File: src/rtl/bp_me_mem_stream_arbiter_if.sv
// rtl/bp_me_mem_stream_arbiter_if.sv - BedRock stream bundle between two requesters and one memory port
interface bp_me_mem_stream_arbiter_if
  #(parameter int header_width_p = 64
   ,parameter int data_width_p   = 64
   );

  logic [1:0][header_width_p-1:0] req_cmd_header_i;
  logic [1:0][data_width_p-1:0]   req_cmd_data_i;
  logic [1:0]                     req_cmd_v_i;
  logic [1:0]                     req_cmd_ready_and_o;
  logic [1:0]                     req_cmd_last_i;

  logic [1:0][header_width_p-1:0] req_resp_header_o;
  logic [1:0][data_width_p-1:0]   req_resp_data_o;
  logic [1:0]                     req_resp_v_o;
  logic [1:0]                     req_resp_ready_and_i;
  logic [1:0]                     req_resp_last_o;

  logic [header_width_p-1:0]      mem_cmd_header_o;
  logic [data_width_p-1:0]        mem_cmd_data_o;
  logic                           mem_cmd_v_o;
  logic                           mem_cmd_ready_and_i;
  logic                           mem_cmd_last_o;

  logic [header_width_p-1:0]      mem_resp_header_i;
  logic [data_width_p-1:0]        mem_resp_data_i;
  logic                           mem_resp_v_i;
  logic                           mem_resp_ready_and_o;
  logic                           mem_resp_last_i;

  // Environment side: requesters plus memory
  modport master
    (output req_cmd_header_i, req_cmd_data_i, req_cmd_v_i, req_cmd_last_i
    ,input  req_cmd_ready_and_o
    ,input  req_resp_header_o, req_resp_data_o, req_resp_v_o, req_resp_last_o
    ,output req_resp_ready_and_i
    ,input  mem_cmd_header_o, mem_cmd_data_o, mem_cmd_v_o, mem_cmd_last_o
    ,output mem_cmd_ready_and_i
    ,output mem_resp_header_i, mem_resp_data_i, mem_resp_v_i, mem_resp_last_i
    ,input  mem_resp_ready_and_o
    );

  // Arbiter side
  modport slave
    (input  req_cmd_header_i, req_cmd_data_i, req_cmd_v_i, req_cmd_last_i
    ,output req_cmd_ready_and_o
    ,output req_resp_header_o, req_resp_data_o, req_resp_v_o, req_resp_last_o
    ,input  req_resp_ready_and_i
    ,output mem_cmd_header_o, mem_cmd_data_o, mem_cmd_v_o, mem_cmd_last_o
    ,input  mem_cmd_ready_and_i
    ,input  mem_resp_header_i, mem_resp_data_i, mem_resp_v_i, mem_resp_last_i
    ,output mem_resp_ready_and_o
    );

endinterface

File: src/rtl/bp_me_mem_stream_arbiter.sv
// rtl/bp_me_mem_stream_arbiter.sv - two-requester whole-packet round-robin arbiter onto one BedRock stream memory port
// BP_ME_MEM_ARB_FIXED_PRIO_EN: when defined, ties always go to requester 0.
module bp_me_mem_stream_arbiter
  #(parameter int header_width_p    = 64
   ,parameter int data_width_p      = 64
   ,parameter int max_outstanding_p = 4
   )
  (input logic                      clk_i
  ,input logic                      reset_i
  ,bp_me_mem_stream_arbiter_if.slave bus
  );

  localparam int cnt_w_lp = $clog2(max_outstanding_p+1);
  localparam int ptr_w_lp = (max_outstanding_p > 1) ? $clog2(max_outstanding_p) : 1;
  localparam logic [cnt_w_lp-1:0] full_cnt_lp = cnt_w_lp'(max_outstanding_p);
  localparam logic [ptr_w_lp-1:0] last_ptr_lp = ptr_w_lp'(max_outstanding_p-1);

  typedef enum logic [1:0] {e_idle, e_lock0, e_lock1} state_e;

  state_e                       state_r, state_n;
  logic                         rr_last_r;
  logic [max_outstanding_p-1:0] id_mem_r;
  logic [ptr_w_lp-1:0]          wptr_r, rptr_r;
  logic [cnt_w_lp-1:0]          count_r;

  logic                         fifo_full, fifo_empty, head_id;
  logic [1:0]                   cand;
  logic                         cmd_sel, cmd_grant, cmd_fire, push, pop;
  logic [header_width_p-1:0]    cmd_header_sel;
  logic [data_width_p-1:0]      cmd_data_sel;

  assign fifo_full  = (count_r == full_cnt_lp);
  assign fifo_empty = (count_r == '0);
  assign head_id    = id_mem_r[rptr_r];

  always_comb begin
    state_n   = state_r;
    cand      = '0;
    cmd_sel   = 1'b0;
    cmd_grant = 1'b0;
    case (state_r)
      e_lock0: begin
        cmd_grant = 1'b1;
        cmd_sel   = 1'b0;
      end
      e_lock1: begin
        cmd_grant = 1'b1;
        cmd_sel   = 1'b1;
      end
      default: begin
        // Full check uses the registered count, so a same-cycle pop never frees a slot
        cand      = bus.req_cmd_v_i & {2{~fifo_full}};
        cmd_grant = |cand;
`ifdef BP_ME_MEM_ARB_FIXED_PRIO_EN
        cmd_sel   = ~cand[0];
`else
        cmd_sel   = (&cand) ? ~rr_last_r : cand[1];
`endif
      end
    endcase
    cmd_fire = reset_i & cmd_grant & bus.req_cmd_v_i[cmd_sel] & bus.mem_cmd_ready_and_i;
    if (cmd_fire && bus.req_cmd_last_i[cmd_sel])
      state_n = e_idle;
    else if (cmd_fire && (state_r == e_idle))
      state_n = cmd_sel ? e_lock1 : e_lock0;
  end

  assign push = cmd_fire & (state_r == e_idle);
  assign pop  = bus.mem_resp_v_i & bus.mem_resp_ready_and_o & bus.mem_resp_last_i;

  assign cmd_header_sel       = bus.req_cmd_header_i[cmd_sel];
  assign cmd_data_sel         = bus.req_cmd_data_i[cmd_sel];
  assign bus.mem_cmd_header_o = cmd_header_sel;
  assign bus.mem_cmd_data_o   = cmd_data_sel;
  assign bus.mem_cmd_last_o   = bus.req_cmd_last_i[cmd_sel];
  assign bus.mem_cmd_v_o      = reset_i & cmd_grant & bus.req_cmd_v_i[cmd_sel];

  always_comb begin
    bus.req_cmd_ready_and_o          = '0;
    bus.req_cmd_ready_and_o[cmd_sel] = reset_i & cmd_grant & bus.mem_cmd_ready_and_i;
  end

  // Responses come back in command order; only valid is steered, payload fans out
  assign bus.req_resp_header_o    = {2{bus.mem_resp_header_i}};
  assign bus.req_resp_data_o      = {2{bus.mem_resp_data_i}};
  assign bus.req_resp_last_o      = {2{bus.mem_resp_last_i}};
  assign bus.mem_resp_ready_and_o = reset_i & ~fifo_empty & bus.req_resp_ready_and_i[head_id];

  always_comb begin
    bus.req_resp_v_o          = '0;
    bus.req_resp_v_o[head_id] = reset_i & ~fifo_empty & bus.mem_resp_v_i;
  end

  always_ff @(posedge clk_i or negedge reset_i) begin
    if (!reset_i) begin
      state_r   <= e_idle;
      rr_last_r <= 1'b1;
      id_mem_r  <= '0;
      wptr_r    <= '0;
      rptr_r    <= '0;
      count_r   <= '0;
    end else begin
      state_r <= state_n;
      if (push) begin
        id_mem_r[wptr_r] <= cmd_sel;
        wptr_r           <= (wptr_r == last_ptr_lp) ? '0 : wptr_r + ptr_w_lp'(1);
        rr_last_r        <= cmd_sel;
      end
      if (pop)
        rptr_r <= (rptr_r == last_ptr_lp) ? '0 : rptr_r + ptr_w_lp'(1);
      count_r <= count_r + cnt_w_lp'(push) - cnt_w_lp'(pop);
    end
  end

endmodule

File: src/flat_wrapper.sv
// flat-port wrapper written by rule: the top's interface ports become plain ports
module bp_me_mem_stream_arbiter_flat 
#(parameter int header_width_p    = 64
   ,parameter int data_width_p      = 64
   ,parameter int max_outstanding_p = 4
   )
  (clk_i, reset_i, bus_req_cmd_header_i, bus_req_cmd_data_i, bus_req_cmd_v_i, bus_req_cmd_last_i, bus_req_cmd_ready_and_o, bus_req_resp_header_o, bus_req_resp_data_o, bus_req_resp_v_o, bus_req_resp_last_o, bus_req_resp_ready_and_i, bus_mem_cmd_header_o, bus_mem_cmd_data_o, bus_mem_cmd_v_o, bus_mem_cmd_last_o, bus_mem_cmd_ready_and_i, bus_mem_resp_header_i, bus_mem_resp_data_i, bus_mem_resp_v_i, bus_mem_resp_last_i, bus_mem_resp_ready_and_o);
  bp_me_mem_stream_arbiter_if #(.header_width_p(header_width_p), .data_width_p(data_width_p)) bus_i ();
  input logic clk_i;
  input logic reset_i;
  input wire logic [$bits(bus_i.req_cmd_header_i)-1:0] bus_req_cmd_header_i;
  input wire logic [$bits(bus_i.req_cmd_data_i)-1:0] bus_req_cmd_data_i;
  input wire logic [$bits(bus_i.req_cmd_v_i)-1:0] bus_req_cmd_v_i;
  input wire logic [$bits(bus_i.req_cmd_last_i)-1:0] bus_req_cmd_last_i;
  output wire logic [$bits(bus_i.req_cmd_ready_and_o)-1:0] bus_req_cmd_ready_and_o;
  output wire logic [$bits(bus_i.req_resp_header_o)-1:0] bus_req_resp_header_o;
  output wire logic [$bits(bus_i.req_resp_data_o)-1:0] bus_req_resp_data_o;
  output wire logic [$bits(bus_i.req_resp_v_o)-1:0] bus_req_resp_v_o;
  output wire logic [$bits(bus_i.req_resp_last_o)-1:0] bus_req_resp_last_o;
  input wire logic [$bits(bus_i.req_resp_ready_and_i)-1:0] bus_req_resp_ready_and_i;
  output wire logic [$bits(bus_i.mem_cmd_header_o)-1:0] bus_mem_cmd_header_o;
  output wire logic [$bits(bus_i.mem_cmd_data_o)-1:0] bus_mem_cmd_data_o;
  output wire logic [$bits(bus_i.mem_cmd_v_o)-1:0] bus_mem_cmd_v_o;
  output wire logic [$bits(bus_i.mem_cmd_last_o)-1:0] bus_mem_cmd_last_o;
  input wire logic [$bits(bus_i.mem_cmd_ready_and_i)-1:0] bus_mem_cmd_ready_and_i;
  input wire logic [$bits(bus_i.mem_resp_header_i)-1:0] bus_mem_resp_header_i;
  input wire logic [$bits(bus_i.mem_resp_data_i)-1:0] bus_mem_resp_data_i;
  input wire logic [$bits(bus_i.mem_resp_v_i)-1:0] bus_mem_resp_v_i;
  input wire logic [$bits(bus_i.mem_resp_last_i)-1:0] bus_mem_resp_last_i;
  output wire logic [$bits(bus_i.mem_resp_ready_and_o)-1:0] bus_mem_resp_ready_and_o;
  assign bus_i.req_cmd_header_i = bus_req_cmd_header_i;
  assign bus_i.req_cmd_data_i = bus_req_cmd_data_i;
  assign bus_i.req_cmd_v_i = bus_req_cmd_v_i;
  assign bus_i.req_cmd_last_i = bus_req_cmd_last_i;
  assign bus_req_cmd_ready_and_o = bus_i.req_cmd_ready_and_o;
  assign bus_req_resp_header_o = bus_i.req_resp_header_o;
  assign bus_req_resp_data_o = bus_i.req_resp_data_o;
  assign bus_req_resp_v_o = bus_i.req_resp_v_o;
  assign bus_req_resp_last_o = bus_i.req_resp_last_o;
  assign bus_i.req_resp_ready_and_i = bus_req_resp_ready_and_i;
  assign bus_mem_cmd_header_o = bus_i.mem_cmd_header_o;
  assign bus_mem_cmd_data_o = bus_i.mem_cmd_data_o;
  assign bus_mem_cmd_v_o = bus_i.mem_cmd_v_o;
  assign bus_mem_cmd_last_o = bus_i.mem_cmd_last_o;
  assign bus_i.mem_cmd_ready_and_i = bus_mem_cmd_ready_and_i;
  assign bus_i.mem_resp_header_i = bus_mem_resp_header_i;
  assign bus_i.mem_resp_data_i = bus_mem_resp_data_i;
  assign bus_i.mem_resp_v_i = bus_mem_resp_v_i;
  assign bus_i.mem_resp_last_i = bus_mem_resp_last_i;
  assign bus_mem_resp_ready_and_o = bus_i.mem_resp_ready_and_o;
  bp_me_mem_stream_arbiter #(.header_width_p(header_width_p), .data_width_p(data_width_p), .max_outstanding_p(max_outstanding_p)) u_core (.clk_i(clk_i), .reset_i(reset_i), .bus(bus_i));
endmodule
File: config.mk
export PLATFORM = sky130hd
export DESIGN_NAME = bp_me_mem_stream_arbiter_flat
export DESIGN_NICKNAME = d
export VERILOG_FILES = /design/src/rtl/bp_me_mem_stream_arbiter_if.sv /design/src/rtl/bp_me_mem_stream_arbiter.sv /design/src/flat_wrapper.sv
export SDC_FILE = /design/constraint.sdc
export NUM_CORES = 1
export LEC_CHECK = 0
export CORE_AREA = 2 2 311 313
export DETAILED_ROUTE_END_ITERATION = 12
export DIE_AREA = 0 0 313 315
export GPL_TIMING_DRIVEN = 0
export PLACE_DENSITY = 0.3
export SYNTH_ARGS = -nofsm -noshare
export SYNTH_HDL_FRONTEND = slang
export SYNTH_SLANG_ARGS = --single-unit
File: constraint.sdc
create_clock -name clk_i -period 3.2 [get_ports clk_i]
set_input_delay 0.8 -clock clk_i [delete_from_list [all_inputs] [get_ports clk_i]]
set_output_delay 0.8 -clock clk_i [all_outputs]
set_load 0.05 [all_outputs]
==> flow_metrics.tcl <==
set metrics [dict create \
    avgViaCountPerCell 2.34 \
    placed_cells 2426 \
    synth_top_family_by_area "buffers and inverters" \
    crit_path_start_kind "flip-flop" \
    power_mw 10.4 \
    timing.rr.start "u_core.state_r[1]" \
    placed_area_sq_um 12700 \
    wl_met3_microns 2330 \
    gp_congestion 0.805 \
    finalHoldViolations 0 \
    ant_nets 0 \
    fin_nets 1586 \
    critPathSlowestCell "dfrtp_1" \
    antenna_found_initial 2 \
    core_area_sq_um 95700 \
    dieWidth_microns 313 \
    clock_skew_ns 0.00209 \
    maxCapViolations 0 \
    synth_fp_nets 896 \
    slowest_delay_ns 0.37 \
    wl_per_cell_microns 14.7 \
    utilization_pct 14.7 \
    clock-sinks 14 \
    synth-adder-area-share_pct 2.97 \
    via_count 5740 \
    fmax_mhz 309 \
    synth_xor_area_share_pct 0.393 \
    period_minus_slack_ns 3.24 \
    cts_buffer_depth 2 \
    cpMostUsedCell "buf_12" \
    holdPathEnd "u_core.rr_last_r" \
    n_antenna_cell 0 \
    setup_violations 9 \
    r2r_slack_ns 0.59 \
    port_buffers 659 \
    worst_pin_slew_ns 0.643 \
    wl_met1_microns 14100 \
    tritoncts "done" \
    arrival_ns 2.44 \
    r2r-end "u_core.count_r[1]" \
    fin_area_sq_um 14100 \
    drive_gt1_share_pct 49.2 \
    ys_seq_elements 14 \
    clkLatencyLatePin_ns 0.25 \
    syn-cell-area_sq_um 4460 \
    period_share_pct 101 \
    fin_setup_tns_ns -0.119 \
    violations "negative setup slack" \
    crit_type "flip-flop to output port" \
    htree_levels 1 \
    drtIter0Drc 158 \
    path_delay_family "buffers and inverters" \
    grt_pass1_wl_microns 46800 \
    synth-simple-area-share_pct 2.92 \
    rows 114 \
    syn_to_final_growth_pct 215 \
    synth-compound-area-share_pct 3.65 \
    peakVddDrop_mv 0.500 \
    grt_usage_pct 6.60 \
    cp_num_buf_inv 5 \
    fin_cells 2456 \
    cts_made_buffers 3 \
    slew_violations 0 \
    end_kind "output port" \
    clkTransAtPathRegs_ns 0.05 \
    leakage_nw 6.04 \
    path_cells "inv_2 > ha_4 > nor2b_4 > a32oi_4 > buf_12 > bufbuf_16 > buf_12 > mux2_2 > buf_4" \
    root_buffer "clkbuf_16" \
    ff2ff_path_depth 9 \
    grt_overflow 0 \
    seq_area_frac_synth_pct 7.88 \
    hold_buffers 0 \
    chipHeight_microns 315 \
    num_io_pins 788 \
    min_path_type "flip-flop to flip-flop" \
    drc 0 \
    synthCells 491 \
    post-place-ws_ns -1.34 \
    slew_headroom_pct 57.0 \
    grt_max_degree 19 \
    initial_core_util_pct 4.66 \
    status "complete, but fails checks" \
    wl_microns 36000 \
    wl_met2_microns 19400 \
    hold_depth 2 \
    firstDrtPassIters 4 \
    rsz0062_at_grt "true" \
    dp.final_hpwl_microns 31000 \
    setup_ws_ns -0.0361 \
    yosysWarnings 0 \
    grt_pass1_vias 6087 \
    avgSynthCellArea_sq_um 9.08 \
    highest_layer "met5" \
    cp_max_fo 10 \
    synthDistinctLibCells 31 \
    hold_ws_ns 0.514 \
    hp-start "u_core.rr_last_r" \
    required_ns 2.40 \
    die-area_sq_um 98600 \
    synth_mux_area_share_pct 34.0 \
    p_per_area_nw_per_um2 738 \
]
[cells in the mapped netlist]
cell	n	area [sq um]
a21oi_1	6	30.0
a31oi_1	4	25.0
a32oi_4	1	27.5
buf_2	2	10.0
buf_4	258	1940
buf_6	11	124
clkbuf_8	3	41.3
dfrtp_1	13	325
dfstp_2	1	26.3
fa_1	1	20.0
ha_1	9	113
inv_1	10	37.5
mux2_2	132	1490
mux2i_1	3	30.0
nand2_1	5	18.8
nand2b_1	2	12.5
nor2_1	10	37.5
nor2b_1	1	6.26
nor3_1	1	5.00
nor3b_1	2	15.0
nor4b_4	1	23.8
o21a_1	2	15.0
o21ai_0	4	20.0
o21bai_1	1	7.51
o22ai_1	2	12.5
o311ai_0	1	8.76
o31a_1	1	8.76
o31ai_1	1	7.51
or3b_4	1	11.3
xnor2_1	1	8.76
xor2_1	1	8.76
[repair_timing]
item / 4_1_cts / 5_1_grt
gates cloned: 12 / 0
buffers inserted: 18 / 5
setup endpoints to repair: 140 / 135
pin swaps: 2 / 3
resized for setup: 1037 / 75
[how the worst max path moves through the flow]
| stage | endpoint | slack, ns | startpoint | cells after the start |
|---|---|---|---|---|
| 2_1_floorplan | bus_req_cmd_ready_and_o[0] | 0.19 | bus_req_cmd_v_i[1] | 6 |
| 3_3_place_gp | bus_mem_cmd_data_o[3] | -1.35 | bus_req_cmd_v_i[1] | 7 |
| 3_5_place_dp | bus_mem_cmd_data_o[3] | -1.34 | bus_req_cmd_v_i[0] | 7 |
| 4_1_cts | bus_mem_cmd_header_o[44] | -0.19 | u_core.count_r[0] | 6 |
| 5_1_grt | bus_mem_cmd_header_o[30] | -0.11 | u_core.state_r[1] | 9 |
| 6_report | bus_mem_cmd_header_o[30] | -0.04 | u_core.state_r[1] | 9 |
[final cells by class]
type | instances | area [sq um]
fill | 10800 | 81700
clock buffer | 4 | 78.8
sequential | 14 | 352
buffer | 270 | 2170
timing repair buffer | 689 | 7490
inverter | 10 | 37.5
tap | 1276 | 1600
multi-input combinational | 193 | 2330
[per-layer routing]
| layer | GRT usage [%] | vias up |
|---|---|---|
| li1 | - | 2762 |
| met1 | 7.88 | 2659 |
| met2 | 12.3 | 308 |
| met3 | 1.53 | 9 |
| met4 | 0.609 | 2 |
| met5 | 0 | - |
[cell usage in the layout (no fill, tap or decap), types with 8 or more instances in the layout]
cell / n
inv_1: 8
buf_12: 20
buf_8: 86
clkdlybuf4s50_1: 521
nor2_1: 10
mux2_2: 40
dfrtp_1: 13
buf_6: 18
buf_2: 12
clkbuf_2: 8
ha_1: 8
mux2_4: 92
buf_4: 278
[flip-flops by register name (all words and copies together), names as in the netlist]
signal,count
u_core.rptr_r,2
u_core.count_r,3
u_core.rr_last_r,1
u_core.wptr_r,2
u_core.id_mem_r,4
u_core.state_r,2
[worst register-to-register path: cells and delay by family (launching register included)]
| family | cells | cell delay, ns |
|---|---|---|
| buffers and inverters | 3 | 0.55 |
| adders and majority gates | 3 | 0.83 |
| DFF | 1 | 0.40 |
| AOI/OAI and AO/OA | 1 | 0.13 |
| and+or+nand+nor | 2 | 0.58 |
[power breakdown]
part	leakage [nW]	total, mW	internal (mW)	switching (mW)
sequential	0.168	0.336	0.271	0.0655
combinational	5.83	9.80	4.60	5.20
clock	0.0382	0.242	0.169	0.0738
[cells by family (layout without fill, tap and decap cells)]
kind of cell / after synthesis / after routing
fa+ha+maj: 10 / 10
flops: 14 / 14
xor+xnor: 2 / 2
compound gates: 23 / 23
simple gates: 23 / 23
buf+inv: 284 / 973
mux: 135 / 135
(Power assumes the default switching activity.)
